### src/rtl/game_timer_fsm.sv
// Snake game timer: IDLE/RUN/PAUSE/OVER control with run-cycle counter
// and a saturating MM:SS BCD clock for the LCD stage.
module game_timer_fsm #(
  parameter int CLK_FREQ = 25000000
) (
  input  logic        iCLK,
  input  logic        iRST_N,
  input  logic        start,
  input  logic        pause_req,
  input  logic        snake_dead,
  input  logic        restart,
  output logic [1:0]  lcd_state,
  output logic [31:0] game_timer,
  output logic [7:0]  min_bcd,
  output logic [7:0]  sec_bcd,
  output logic        disp_update
);

  localparam int PW = $clog2(CLK_FREQ);
  localparam logic [PW-1:0] PS_MAX = PW'(CLK_FREQ - 1);

  typedef enum logic [1:0] {
    IDLE,
    RUN,
    PAUSE,
    OVER
  } state_t;

  state_t        state;
  logic [PW-1:0] prescale;
  logic          wrap;
  logic          at_max;
  logic [7:0]    sec_next;
  logic [7:0]    min_next;

  assign wrap   = (prescale == PS_MAX);
  assign at_max = (min_bcd == 8'h99) && (sec_bcd == 8'h59);

  // Next MM:SS value for a one-second tick, digit by digit in BCD.
  always_comb begin
    sec_next = sec_bcd;
    min_next = min_bcd;
    if (sec_bcd == 8'h59) begin
      sec_next = 8'h00;
      if (min_bcd[3:0] == 4'd9)
        min_next = {min_bcd[7:4] + 4'd1, 4'd0};
      else
        min_next = {min_bcd[7:4], min_bcd[3:0] + 4'd1};
    end else if (sec_bcd[3:0] == 4'd9) begin
      sec_next = {sec_bcd[7:4] + 4'd1, 4'd0};
    end else begin
      sec_next = {sec_bcd[7:4], sec_bcd[3:0] + 4'd1};
    end
  end

  always_ff @(posedge iCLK or negedge iRST_N) begin
    if (!iRST_N) begin
      state       <= IDLE;
      lcd_state   <= 2'b00;
      game_timer  <= '0;
      prescale    <= '0;
      min_bcd     <= 8'h00;
      sec_bcd     <= 8'h00;
      disp_update <= 1'b0;
    end else begin
      disp_update <= 1'b0;
      if (restart) begin
        state       <= IDLE;
        lcd_state   <= 2'b00;
        disp_update <= (state != IDLE);
      end else begin
        unique case (state)
          IDLE: begin
            if (start) begin
              state       <= RUN;
              game_timer  <= '0;
              prescale    <= '0;
              min_bcd     <= 8'h00;
              sec_bcd     <= 8'h00;
              disp_update <= 1'b1;
            end
          end
          RUN: begin
            if (game_timer != 32'hFFFF_FFFF)
              game_timer <= game_timer + 32'd1;
            if (wrap) begin
              prescale <= '0;
              // At 99:59 the tick is swallowed so the display stops changing.
              if (!at_max) begin
                sec_bcd     <= sec_next;
                min_bcd     <= min_next;
                disp_update <= 1'b1;
              end
            end else begin
              prescale <= prescale + PW'(1);
            end
            if (snake_dead) begin
              state       <= OVER;
              lcd_state   <= 2'b01;
              disp_update <= 1'b1;
            end else if (pause_req) begin
              state       <= PAUSE;
              disp_update <= 1'b1;
            end
          end
          PAUSE: begin
            if (pause_req) begin
              state       <= RUN;
              disp_update <= 1'b1;
            end
          end
          OVER: begin
          end
        endcase
      end
    end
  end

endmodule

### config.mk
export PLATFORM = sky130hd
export DESIGN_NAME = game_timer_fsm
export DESIGN_NICKNAME = d
export VERILOG_FILES = /design/src/rtl/game_timer_fsm.sv
export SDC_FILE = /design/constraint.sdc
export NUM_CORES = 1
export LEC_CHECK = 0
export CAP_MARGIN = 30
export CELL_PAD_IN_SITES_DETAIL_PLACEMENT = 1
export CELL_PAD_IN_SITES_GLOBAL_PLACEMENT = 2
export CORE_UTILIZATION = 36
export CTS_CLUSTER_SIZE = 30
export DETAILED_ROUTE_END_ITERATION = 12
export GPL_TIMING_DRIVEN = 0
export PLACE_DENSITY_LB_ADDON = 0.2
export SKIP_LAST_GASP = 1
export SLEW_MARGIN = 20
export SYNTH_ARGS = -nofsm -noshare
export SYNTH_HDL_FRONTEND = slang
export SYNTH_SLANG_ARGS = --single-unit
### constraint.sdc
create_clock -name iCLK -period 3.3 [get_ports iCLK]
set_input_delay 0.66 -clock iCLK [delete_from_list [all_inputs] [get_ports iCLK]]
set_output_delay 0.66 -clock iCLK [all_outputs]
set_load 0.005 [all_outputs]
; Yosys cells after proc, flatten, opt, wreduce, memory -nomap -nowiden
; Index checks and enable logic that the tools add are counted.
[totals]
regBits = 78
out_inout_bits = 51
[op_classes]
addsub = 6
n_eq_ne = 18
muxes = 34
n_bitwise = 1
reduce_logical = 15
[op_table]
columns = operator, n
row1 = two-way mux 8 bit, 9
row2 = two-way mux 32 bit, 2
row3 = case mux 32 bit (2 select lines), 1
row4 = two-way mux 25 bit, 2
row5 = case mux 25 bit (2 select lines), 1
row6 = "adder 32 x 1 -> 32 bit, second input constant", 1
row7 = "!= test 32 bit, second input constant", 1
row8 = case mux 8 bit (2 select lines), 2
row9 = "adder 25 x 1 -> 25 bit, second input constant", 1
row10 = "equality test 25 bit, second input constant", 1
row11 = "adder 4 x 1 -> 4 bit, second input constant", 4
row12 = two-way mux 2 bit, 8
row13 = "!= test 2 bit, second input constant", 6
row14 = AND reduction 6 bit, 2
row15 = "!= test 3 bit, second input constant", 3
row16 = "equality test 4 bit, second input constant", 2
row17 = "equality test 8 x 7 -> 1 bit, second input constant", 1
row18 = "equality test 8 bit, second input constant", 1
row19 = AND reduction 4 bit, 2
row20 = nonzero test 2 bit, 4
row21 = two-way mux 1 bit, 7
row22 = AND reduction 7 bit, 1
row23 = case mux 2 bit (3 select lines), 1
row24 = AND reduction 5 bit, 1
row25 = 10 further kinds, 10

; Longest topological paths before layout
; Gate-level depths: netlist (run 1).
[logic_depth]
ltp_word = 8
depth_mapped = 9
mapped_depth_nobuf = 8

; Worst setup path after synthesis (run 1)
; OpenSTA, ideal clock, no wires.
[synth_timing]
path_type = in2reg
start = input restart
end = register prescale[16]
setup_time_ns = 0.136
t_arrival_ns = 1.919
required_time_ns = 3.164
setup_slack_ns = 1.245
path_stages = 5
cell_sequence = or3_4 > or4_1 > nor2_1 > a21bo_2 > o21ai_0
[synth_via]
elab_chain_len = 2
[synth_lines]
columns = item, line_no
row1 = start: declaration, 11  ; input logic restart,
row2 = inverter 1 bit (no line), --
row3 = AND reduction 3 bit (no line), --
row4 = end signal: assignment, 95  ; prescale <= prescale + PW'(1);
row5 = end: declaration, 30  ; logic [PW-1:0] prescale;
; No other way between the ends.
; A chain may end at the register's enable or synchronous reset.

; Worst setup path in the final report (run 1)
[layout_timing]
start = input restart
end = register game_timer[20]
[layout_via]
elab_chain_len = 2
[layout_lines]
columns = item, line_no
row1 = inverter 1 bit (no line), --
row2 = AND reduction 4 bit (no line), --
row3 = end signal: assignment, 85  ; game_timer <= game_timer + 32'd1;
row4 = end: declaration, 13  ; output logic [31:0] game_timer,
; No other way between the ends.

==> run metrics, run 1 <==
# DRC=7; peak supply drop=0.163 mV; most frequent cells in the layout=77 x dfrtp_1, 64 x nor2_1, 54 x clkdlybuf4s50_1; internal power=1.59 mW; Hold Buf Count CTS=0; Syn Std Cell Area=4300 sq um; full die area=12400 sq um; Seq/Total Area, Yosys=44.8%; Post-Route WL=12400 um; total core area=11500 sq um; Num CTS Buffers=9; Worst Path Max Fanout=10; Sw Pwr=0.537 mW; Post-synth EDFFs=0; Root Driver=clkbuf_16; Rel. slew slack=51.9%; Final Hold Fails=0; Pwr per Cell Area=399 nW/um^2; io pins=57; DR vias=3937; synth warn=0; clk slew on worst S/H paths=0.06 ns; power share of the clock group=45.0%; Cells after Synth=494; leading cell type in the layout, fill and taps excluded=dfrtp_1; syn nets=510; synth top area cells=dfrtp_1 45%, o21ai_0 5.9%, nor2_1 5.6%; Placed Area=5050 sq um; max cap viols=0; layout cells sized above 1=6.54%; vias in the first global route=4004; Max Clock Freq=356 MHz; status=finished, violations left; Final Cell Area=5340 sq um; CP Capture Type=flop; worst setup margin=0.487 ns; Final ANT Viol Nets=0; hold crit path type=in -> async; Final Net Count=578; dpl ws=0.116 ns; total gr overflow=0; RSZ-0062 raised after global routing=false; Post-Route Setup TNS=0 ns; Logic pwr share=9.0%; pin count of the biggest net entering global routing=53; Worst Tran Pin Value=0.718 ns; Lkg Pwr=2.10 nW; syn_area_per_cell=8.71 sq um; Chip Height=111 um; switching portion of total power=25.2%; Die Wd=111 um; Tot Pwr=2.13 mW; Final Cycle Share=85.2%; # clock sinks=77; Gates resized, CTS repair=0; violated checks=design-rule violations; number of vias per cell=5.55; Clock Skew=0.00934 ns; share of the synthesized area in the top cell type=44.8%; Critical Setup Path Class=in -> reg; startpoint types=input pin; GRT Total Usage=21.4%; DP HPWL=8990 um; Wirelength per Cell=17.5 um; initial antenna violation count=0; Port Buffers=55; Synth area leader=dfrtp_1; Tmin final=2.81 ns; setup violators final=0; Layout Cells excl Fill=709; initial core utilization=37.3%; number of distinct library cells after synthesis=43; fin. max-slew vios=0; Seq pwr share=45.9%; fill count=1353; Antenna Cells=0; asr flop ratio synth=100%; Post-CTS Setup Bufs=0; H-tree levels=3; Worst Path Required=3.51 ns; Top FF cell, synth=dfrtp_1; CP arrival=3.03 ns; clk_lat worst skew=0.34 ns; #FFs+latches synth=77; Cell Rows=39; DRT iter0 DRCs=143; CTS tree=built; Area Overhead vs Synth=24.1%; Max Root-Sink Buffers=2; GP Congestion=0.812; Initial DRT Pass Iterations=8; dpl cells=693; first-pass GRT wire length=21000 um
## final cells by class
class                      instances  area (sq um)  area share [%]
multi-input combinational        384          2230            41.8
clock inverter                     1          5.00          0.0937
clock buffer                      14           274            5.13
tap                              143           179            3.35
inverter                          16          60.1            1.12
timing repair buffer              57           581            10.9
buffer                            17          83.8            1.57
sequential                        77          1930            36.1
## critical path, stage by stage
cell	delay (ns)
clkdlybuf4s50_1	0.56
nor3_2	0.42
buf_2	0.34
clkbuf_1	0.39
nand2_1	0.31
o21ai_0	0.24
o31ai_1	0.10
## worst paths after layout
| check | startpoint | end | slack (ns) | depth (start not counted) |
|---|---|---|---|---|
| worst max-delay path | restart | game_timer[20] | 0.49 | 7 |
| worst min-delay path | iRST_N | prescale[15] | 0.25 | 1 |
| worst max register to register | prescale[0] | prescale[14] | 0.73 | 8 |
| worst min register to register | prescale[1] | prescale[1] | 0.51 | 2 |
| max in group asynchronous | iRST_N | game_timer[10] | 2.47 | 2 |
| min in group iCLK | prescale[1] | prescale[1] | 0.51 | 2 |
## cells in the mapped netlist, types with 6 or more instances
| library cell | n |
|---|---|
| or3_1 | 11 |
| nor2_1 | 64 |
| xnor2_1 | 27 |
| o31ai_1 | 12 |
| nand3_1 | 33 |
| clkbuf_1 | 9 |
| a21oi_1 | 19 |
| and3_1 | 9 |
| o21ai_0 | 51 |
| nand2b_1 | 6 |
| nand2_1 | 44 |
| ha_1 | 10 |
| nor4_1 | 10 |
| nor3_1 | 17 |
| nor3b_1 | 6 |
| dfrtp_1 | 77 |
| nand4_1 | 17 |
| inv_1 | 16 |
## sequential cells by signal, summed over array words and instances, names as in the netlist
register / cells
state: 2
game_timer: 32
disp_update: 1
min_bcd: 8
prescale: 25
lcd_state: 1
sec_bcd: 8
## per-layer routing
metal | track usage [%] | part of all wire, % | up-vias
li1 | - | - | 1896
met5 | 0 | 0 | -
met2 | 35.0 | 48 | 61
met1 | 29.3 | 48 | 1971
met3 | 3.06 | 2.4 | 9
met4 | 6.76 | 1.3 | 0
## kinds of logic after synthesis
family | Yosys count | share of synthesized area (%)
AO/OA/AOI/OAI | 93 | 12.2
XOR/XNOR | 32 | 6.52
adder cells (fa/ha/maj) | 10 | 2.91
buffers and inverters | 33 | 3.35
flip-flops | 77 | 44.8
other | 1 | 0.0872
AND/OR/NAND/NOR | 248 | 30.2
## power groups by stage
stage	Clock [mW]	Combinational (mW)	Sequential (mW)
2_1_floorplan	0	0.0945	0.993
3_3_place_gp	0	0.187	0.995
3_5_place_dp	0	0.196	0.995
4_1_cts	0.983	0.196	0.978
5_1_grt	1.02	0.218	0.981
6_report	0.959	0.192	0.979
## metrics by stage
stage	hold WS, ns	util (%)
finish	0.247	46.4
global route	0.270	46.4
CTS	0.255	46.3
detailed placement	0.495	43.9
global placement	0.486	43.7
floorplan	0.364	-
Power figures use the tool's default switching activity.
==> run 2: changes to the inputs <==
--- a/config.mk
+++ b/config.mk
@@ -8,6 +8,7 @@
 export CAP_MARGIN = 30
 export CELL_PAD_IN_SITES_DETAIL_PLACEMENT = 1
 export CELL_PAD_IN_SITES_GLOBAL_PLACEMENT = 2
+export CORE_ASPECT_RATIO = 0.6
 export CORE_UTILIZATION = 36
 export CTS_CLUSTER_SIZE = 30
 export DETAILED_ROUTE_END_ITERATION = 12
==> run 2 against run 1 <==
The run now ends clean. Core utilization rose by 0.95 points. Critical path depth is the same. Fmax fell by 6.9%. Sequential share of layout area shrank 0.52 points. Sequential cell count did not move. Power rose by 9.0%. Count of clock-buffer cells in the layout down 4. Non-clock buffer count down 1. Sequential power about the same. First-iteration DRC count rose by 50%. Clock power grew 19%. Via count is 1.8% higher. Highest routed layer unchanged.
==> run metrics, run 2 (same netlist as run 1, synthesis figures left out) <==
status=finished, final reports clean; Num CTS Buffers=9 (unchanged); pin count of the biggest net entering global routing=53 (unchanged); Biggest register=game_timer; biggest regs=game_timer x32, prescale x25; RSZ-0062 raised after global routing=false; Pwr per Cell Area=428 nW/um^2 (+7.4%); GP Congestion=0.843 (+3.8%); CP Capture Type=flop; fin. max-slew vios=0 (unchanged); # DRC=0 (-7); Wirelength per Cell=18.6 um (+6.4%); Post-Route WL=13500 um (+8.9%); Post-Route Setup TNS=0 ns (unchanged); Tmin final=3.02 ns (+0.210 ns); Cell Rows=30 (-23%); hold crit path type=in -> async; Worst Tran Pin Value=0.854 ns (+0.136 ns); Tot Pwr=2.32 mW (+9.0%); internal power=1.76 mW (+11%); layout cells sized above 1=6.71% (+0.18 points); Final Cycle Share=91.6% (+6.4 points); clk_lat worst skew=0.33 ns (about the same); Seq pwr share=42.2% (-3.7 points); DP HPWL=9950 um (+11%); max cap viols=0 (unchanged); H-tree levels=3 (unchanged); Finished Core Util=47.3% (+0.95 points); Worst Path Max Fanout=10 (unchanged); Final Hold Fails=0 (unchanged); full die area=12400 sq um (+0.12%); Final Net Count=577 (-0.17%); clk slew on worst S/H paths=0.06 ns (about the same); Port Buffers=55 (unchanged); number of vias per cell=5.52 (-0.63%); Max Root-Sink Buffers=2 (unchanged); Worst Path Required=3.51 ns (about the same); CTS tree=built; DRT iter0 DRCs=215 (+50%); Critical Setup Path Class=in -> reg; first-pass GRT wire length=22200 um (+5.7%); Largest register FFs=32 (unchanged); RR Startpoint=prescale[0]; Lkg Pwr=2.12 nW (+0.95%); startpoint types=input pin; leading cell type in the layout, fill and taps excluded=dfrtp_1; Gates resized, CTS repair=0 (unchanged); total core area=11400 sq um (-0.59%); GRT Total Usage=23.6% (+2.2 points); peak supply drop=0.301 mV (+85%); Placed Area=5080 sq um (+0.42%); Area Overhead vs Synth=26.0%; Sw Pwr=0.557 mW (+3.7%); power share of the clock group=49.2% (+4.2 points); Logic pwr share=8.6% (-0.4 points); Max Clock Freq=331 MHz (-6.9%); DR vias=4006 (+1.8%); switching portion of total power=24.0% (-1.2 points); initial core utilization=37.6% (+0.22 points); CP arrival=3.23 ns (+0.20 ns); Hold Buf Count CTS=0 (unchanged); Final ANT Viol Nets=0 (unchanged); crit path launch=restart; Post-CTS Setup Bufs=0 (unchanged); Chip Height=86.7 um (-22%); most frequent cells in the layout=77 x dfrtp_1, 64 x nor2_1, 54 x clkdlybuf4s50_1; Initial DRT Pass Iterations=4 (-4); Root Driver=clkbuf_16; setup violators final=0 (unchanged); # clock sinks=77 (unchanged); Rel. slew slack=42.6% (-9.3 points); vias in the first global route=3977 (-0.67%); initial antenna violation count=0 (unchanged); Clock Skew=0.00656 ns (-0.00278 ns); io pins=57 (unchanged); Die Wd=143 um (+29%); Antenna Cells=0 (unchanged); Final Cell Area=5420 sq um (+1.5%); total gr overflow=0 (unchanged)
[run 2: changes by cell type in the layout (fill, tap and decap cells not counted), sizes merged]
| cell | previous run | this run |
|---|---|---|
| clkinvlp | 0 | 1 |
| clkinv | 1 | 2 |
| clkbuf | 24 | 19 |
| bufinv | 0 | 3 |
[run 2: area by class of cell]
cell class,instances,area [sq um]
Buffer,17,83.8
Clock buffer,10,229
Clock inverter,6,111
Fill cell,1380,6030
Inverter,16,60.1
Multi-Input combinational cell,384,2230
Sequential cell,77,1930
Tap cell,160,200
Timing Repair Buffer,56,576
[run 2: per-stage QoR]
step / hold slack (ns) / worst slack [ns] / instances
floorplan: 0.364 / 1.25 / 494
global placement: 0.478 / -1.42 / 709
detailed placement: 0.502 / -0.0731 / 710
CTS: 0.246 / 0.274 / 726
global route: 0.257 / 0.0867 / 726
finish: 0.234 / 0.277 / 726
[run 2: per-layer routing]
metal / vias up / wire length (um) / global-route usage (%)
li1: 1889 / - / -
met1: 2037 / 7260 / 37.3
met2: 73 / 5570 / 32.3
met3: 7 / 633 / 4.86
met4: 0 / 67 / 4.69
met5: - / 0 / 0
[run 2: critical path, cell delays in order]
cell	delay, ns
clkdlybuf4s50_1	0.58
nor3_2	0.39
buf_2	0.38
clkbuf_1	0.39
nand2_1	0.40
o21ai_0	0.32
o31ai_1	0.11
[run 2: power groups by stage]
stage               clock (mW)  combinational, mW  sequential (mW)
floorplan                    0             0.0945            0.993
detailed placement           0              0.202            0.996
global placement             0              0.190            0.995
finish                    1.14              0.199            0.979
CTS                       1.17              0.202            0.979
global route              1.21              0.223            0.982
[run 2: final timing paths]
path                                       to  slack [ns]  depth (start not counted)
worst min register to register    prescale[1]        0.53                          2
max in group asynchronous         disp_update        2.47                          2
min in group iCLK                 prescale[1]        0.53                          2
worst max register to register   prescale[17]        0.62                          8
worst max-delay path            game_timer[6]        0.28                          7
worst min-delay path             prescale[21]        0.23                          1
